### config.mk
export PLATFORM = sky130hd
export DESIGN_NAME = kalman_mult_arbiter
export DESIGN_NICKNAME = d
export VERILOG_FILES = /design/src/rtl/kalman_mult_arbiter.sv
export SDC_FILE = /design/constraint.sdc
export NUM_CORES = 2
export LEC_CHECK = 0
export CORE_ASPECT_RATIO = 1.5
export CORE_MARGIN = 1.5
export CORE_UTILIZATION = 55
export CTS_CLUSTER_DIAMETER = 50
export CTS_CLUSTER_SIZE = 28
export DETAILED_ROUTE_END_ITERATION = 8
export HOLD_SLACK_MARGIN = 0.03
export PLACE_DENSITY = 0.75
export SLEW_MARGIN = 20
export SYNTH_ARGS = -nofsm -noshare
export SYNTH_HDL_FRONTEND = slang
export SYNTH_SLANG_ARGS = --single-unit
### constraint.sdc
create_clock -name clk_in -period 19.37 [get_ports clk_in]
set_input_delay 4.8425 -clock clk_in [delete_from_list [all_inputs] [get_ports clk_in]]
set_output_delay 4.8425 -clock clk_in [all_outputs]
set_load 0.02 [all_outputs]
### src/rtl/kalman_mult_arbiter.sv
// Round-robin arbiter sharing one pipelined signed Q16.16 multiplier among NUM_REQ requesters.
// One operation in flight; done pulses one-hot with a saturated product.
module kalman_mult_arbiter #(
    parameter int NUM_REQ = 4,
    parameter int DATA_W  = 32,
    parameter int FRAC_W  = 16,
    parameter int MUL_LAT = 3
) (
    input  logic                        clk_in,
    input  logic                        rst_n,
    input  logic [NUM_REQ-1:0]          req_in,
    input  logic [NUM_REQ*DATA_W-1:0]   a_in,
    input  logic [NUM_REQ*DATA_W-1:0]   b_in,
    output logic [NUM_REQ-1:0]          gnt_out,
    output logic [NUM_REQ-1:0]          done_out,
    output logic [DATA_W-1:0]           result_out,
    output logic                        sat_out,
    output logic                        busy_out
);

    localparam int IDX_W  = (NUM_REQ > 1) ? $clog2(NUM_REQ) : 1;
    localparam int CNT_W  = (MUL_LAT > 1) ? $clog2(MUL_LAT) : 1;
    localparam int PROD_W = 2 * DATA_W;

    typedef enum logic [1:0] {S_IDLE, S_ISSUE, S_WAIT, S_DONE} state_t;

    state_t                     state_q, state_d;
    logic [IDX_W-1:0]           ptr_q, ptr_d;
    logic [IDX_W-1:0]           gidx_q, gidx_d;
    logic [NUM_REQ-1:0]         gnt_q, gnt_d;
    logic [NUM_REQ-1:0]         mask_q, mask_d;
    logic [CNT_W-1:0]           cnt_q, cnt_d;
    logic [DATA_W-1:0]          result_q, result_d;
    logic                       sat_q, sat_d;
    logic signed [PROD_W-1:0]   pipe_q [MUL_LAT];

    logic [NUM_REQ-1:0]         elig;
    logic                       pick_valid;
    logic [IDX_W-1:0]           pick_idx;
    int                         scan_idx;

    logic signed [DATA_W-1:0]   a_sel, b_sel;
    logic signed [PROD_W-1:0]   prod_c;
    logic signed [PROD_W-1:0]   shifted;
    logic [PROD_W-DATA_W:0]     top_bits;
    logic                       ovf;
    logic [DATA_W-1:0]          sat_res;

    // The requester served last is hidden for the single IDLE cycle after its done.
    always_comb begin
        elig       = req_in & ~mask_q;
        pick_valid = 1'b0;
        pick_idx   = '0;
        scan_idx   = 0;
        for (int i = 0; i < NUM_REQ; i++) begin
            scan_idx = int'(ptr_q) + i;
            if (scan_idx >= NUM_REQ) scan_idx = scan_idx - NUM_REQ;
            if (!pick_valid && elig[scan_idx]) begin
                pick_valid = 1'b1;
                pick_idx   = IDX_W'(scan_idx);
            end
        end
    end

    assign a_sel  = a_in[gidx_q*DATA_W +: DATA_W];
    assign b_sel  = b_in[gidx_q*DATA_W +: DATA_W];
    assign prod_c = PROD_W'(a_sel) * PROD_W'(b_sel);

    // Floor rounding comes from the arithmetic shift; overflow when the discarded top bits are not a sign extension.
    assign shifted  = pipe_q[MUL_LAT-1] >>> FRAC_W;
    assign top_bits = shifted[PROD_W-1:DATA_W-1];
    assign ovf      = !((&top_bits) || !(|top_bits));
    assign sat_res  = !ovf ? shifted[DATA_W-1:0]
                    : (shifted[PROD_W-1] ? {1'b1, {(DATA_W-1){1'b0}}}
                                         : {1'b0, {(DATA_W-1){1'b1}}});

    // NOTE: every variable gets its default before the case, so no path can leave one unassigned and infer a latch.
    always_comb begin
        state_d  = state_q;
        ptr_d    = ptr_q;
        gidx_d   = gidx_q;
        gnt_d    = gnt_q;
        mask_d   = '0;
        cnt_d    = cnt_q;
        result_d = result_q;
        sat_d    = 1'b0;
        case (state_q)
            S_IDLE: begin
                if (pick_valid) begin
                    gidx_d  = pick_idx;
                    gnt_d   = NUM_REQ'(1) << pick_idx;
                    state_d = S_ISSUE;
                end
            end
            S_ISSUE: begin
                cnt_d   = CNT_W'(MUL_LAT - 1);
                state_d = S_WAIT;
            end
            S_WAIT: begin
                if (cnt_q == '0) begin
                    result_d = sat_res;
                    sat_d    = ovf;
                    state_d  = S_DONE;
                end else begin
                    cnt_d = cnt_q - 1'b1;
                end
            end
            S_DONE: begin
                ptr_d   = (gidx_q == IDX_W'(NUM_REQ - 1)) ? '0 : gidx_q + 1'b1;
                mask_d  = gnt_q;
                gnt_d   = '0;
                state_d = S_IDLE;
            end
            default: state_d = S_IDLE;
        endcase
    end

    // NOTE: state registers use non-blocking assignments so every flop samples pre-edge values.
    always_ff @(posedge clk_in or negedge rst_n) begin
        if (!rst_n) begin
            state_q  <= S_IDLE;
            ptr_q    <= '0;
            gidx_q   <= '0;
            gnt_q    <= '0;
            mask_q   <= '0;
            cnt_q    <= '0;
            result_q <= '0;
            sat_q    <= 1'b0;
        end else begin
            state_q  <= state_d;
            ptr_q    <= ptr_d;
            gidx_q   <= gidx_d;
            gnt_q    <= gnt_d;
            mask_q   <= mask_d;
            cnt_q    <= cnt_d;
            result_q <= result_d;
            sat_q    <= sat_d;
        end
    end

    // NOTE: the pipeline is a handful of flops, not a RAM, so it is reset like any other state.
    always_ff @(posedge clk_in or negedge rst_n) begin
        if (!rst_n) begin
            for (int i = 0; i < MUL_LAT; i++) pipe_q[i] <= '0;
        end else begin
            if (state_q == S_ISSUE) pipe_q[0] <= prod_c;
            for (int i = 1; i < MUL_LAT; i++) pipe_q[i] <= pipe_q[i-1];
        end
    end

    assign gnt_out    = gnt_q;
    assign done_out   = (state_q == S_DONE) ? gnt_q : '0;
    assign result_out = result_q;
    assign sat_out    = sat_q;
    assign busy_out   = (state_q != S_IDLE);

endmodule

==> impl_results.md <==
* Fin Setup TNS at 0 ps
* Number of I/O pins at 304
* Worst r2r src: gidx_q[1]
* Most common cell after layout, fill and taps aside: fa_1
* Hold Crit Class: reg -> reg
* DRC viols at 0
* Initial Utilization at a little under three fifths
* Tmin final at about 14,000 ps
* Least-Margin Pin Slew at 1249 ps
* Most frequent cells in the layout: fa_1 (1,081), inv_1 (999), nand2_1 (641), nor2_1 (528), clkdlybuf4s50_1 (302)
* Sequential area share after synthesis at 11.01%
* Worst-Skew Late Latency at 440 ps
* Total number of vias at 34,960
* Crit end category: flip-flop
* Final Hold Fails at 0
* Final-stage net count at 6,348
* Crit path launch: b_in[68]
* Synthesized area at 43,860 sq um
* Hold Startpoint: pipe_q[107]
* Row cnt at approximately 130
* CTS clock-pin slew for the worst setup and hold paths at 80 ps
* Setup Crit Path Kind: in -> reg
* Avg WL per Cell at 25.67 um
* Largest net degree at the start of global routing at 140
* Worst EP required at 19,660 ps
* # hold bufs at CTS at 0
* HPWL Detailed at 116,900 um
* First-pass DRT Iterations at 6
* # H-tree levels at 4
* Number of global-route vias before repair at 39,460
* Mean Syn Cell Area at 9.396 sq um
* Clock Skew at 12.31 ps
* Post-route ant nets at 0
* DIE AREA at 81,480 sq um
* Starting DRC count in detailed routing at slightly above 3,000
* Initial antenna violation count at 7
* Unrepaired setup endpoints after global routing: no
* Number of synthesis warnings at 0
* Total gr overflow at 0
* Syn Nets at just over 6,000
* FF+latch count, synth at between 150 and 200
* Register area at 4837 sq um
* Slew Viols, Final at 0
* Fillers at between 6,000 and 7,000
* Root buf cell: clkbuf_16
* All-layer global routing usage at 39.17%
* Setup Viol. Count Final at 0
* Async SR Flop Fraction at 100.0%
* Final Cell Area at 48,630 sq um
* Share of layout cells above drive strength 1 at 5.671%
* MaxCap Viol Count at 0
* Dpl cell area at 47,990 sq um
* Main flop type after synthesis: dfrtp_1
* Crit Path Max Fanout at 32
* Input/output buffers at 303
* Wirelength, routed at 150,400 um
* Post-CTS Resized at 0
* Die Span X at 233.6 um
* Fmax at 69.31 MHz
* Setup Fix Bufs, Post-CTS at 0
* Count of cell types in the netlist at 75
* CTS tree: yes
* Vias/cell at approximately 6
* Finished Core Util at approximately three fifths
* Rel. slew slack at 16.73%
* Crit path DAT at 14,720 ps
* Sink Count at 193
* Worst setup SP type: input pin
* Status: finished, final reports clean
* Clock Tree Buf Depth at 2
* Num CTS Buffers at 17
* Synthesized netlist cell count at approximately 4,700
* Global-route wire length before repair at 229,900 um
* Area growth syn-to-layout at 10.87%
* Post-synth EDFFs at 0
* Final Cycle Share at 74.48%
* Multi-input combinational cell area at 34,510 sq um
* Chip height at 348.9 um
* Total core area at 78,830 sq um
* Gp weighted congestion at roughly 1.0
[per-stage QoR]
step / hold slack (ps) / setup slack, ps / cells
after floorplan: 331.2 / 6257 / 4668
after global placement: 331.6 / 4812 / 5824
after detailed placement: 334.7 / 4620 / 5824
after CTS: 344.1 / 5060 / 5856
after global routing: 346.4 / 4514 / 5858
final: 342.4 / 4943 / 5859
[cells by family (layout without fill, tap and decap cells)]
group	count (synthesis)	in the layout	synth area share, %
buf+inv	1249	1413	10.71
xor+xnor	52	52	1.038
fa+ha+maj	1267	1267	54.65
compound gates	407	407	5.902
flops	193	193	11.01
mux	157	157	4.202
other cells	0	3	0
simple gates	1343	1343	12.48
[worst max-delay path: stages]
cell and delay, ps:
clkdlybuf4s50_1 540, mux4_2 870, and2_1 300, fa_1 540, fa_1 490, fa_1 990, inv_1 220, fa_1 970
inv_1 420, fa_1 560, fa_1 560, inv_1 50, fa_1 480, inv_1 50, fa_1 450, ha_1 400
nand4_1 180, or2_2 350, nor3_1 260, o21ai_0 160, nand2_1 90, o21ai_0 230, a211oi_1 410, or4_1 170
a31oi_1 70
[final timing paths]
| path | endpoint | slack, ps | cells after the start |
|---|---|---|---|
| worst max-delay path | pipe_q[191] | 4940 | 25 |
| worst min-delay path | pipe_q[43] | 340 | 0 |
| worst max register to register | pipe_q[191] | 7590 | 28 |
| worst min register to register | pipe_q[43] | 340 | 0 |
| max in group asynchronous | pipe_q[189] | 13350 | 2 |
| min in group asynchronous | pipe_q[24] | 4520 | 1 |
[sequential cells by signal, summed over array words and instances, names as in the netlist]
| name | cells |
|---|---|
| state_q | 2 |
| result_out | 32 |
| gidx_q | 2 |
| cnt_q | 2 |
| gnt_out | 4 |
| ptr_q | 2 |
| pipe_q | 144 |
| mask_q | 4 |
| sat_out | 1 |
[synth_stat cells, drive strengths merged, types with 5 or more instances]
cell    number  share of area (%)
nand3       18               0.21
dfrtp      193                 11
nor2b       21               0.30
a31oi       10               0.16
mux4        12               0.63
mux2i       57                1.3
clkbuf     230                2.0
xor2        18               0.36
and2        40               0.57
o21ai      132                1.5
nor3        15               0.17
nand2b      13               0.19
nand2      643                5.5
nand4       27               0.39
a21o        39               0.67
buf         18               0.18
o211ai       5              0.097
fa        1081                 49
ha         186                5.3
and3         6              0.086
a21oi       99                1.1
o21bai      14               0.24
nor4         9               0.18
o21a        55               0.94
nor2       529                4.5
inv        999                8.5
or2         11               0.16
xnor2       34               0.68
o31ai       10               0.21
o311ai       6               0.12
a211oi       6               0.10
mux2        88                2.3
[layout make-up]
cell class | instances | area share, %
Timing Repair Buffer | 380 | 7.460
Tap cell | 1024 | 2.635
Sequential cell | 193 | 9.948
Inverter | 1001 | 7.727
Multi-Input combinational cell | 3226 | 70.97
Clock inverter | 15 | 0.3705
Antenna cell | 3 | 0.01544
Clock buffer | 17 | 0.8749
[per-layer routing]
metal / vias to the layer above / GRT usage [%] / routed length [um]
met2: 2157 / 63.34 / 71250
met1: 17710 / 40.82 / 45470
met4: 6 / 36.71 / 18410
met3: 964 / 10.87 / 15230
met5: - / 0 / 39
li1: 14120 / - / -
Power is not shown: default switching activity piles up to over one toggle a cycle in this logic, so the estimate is an artifact.
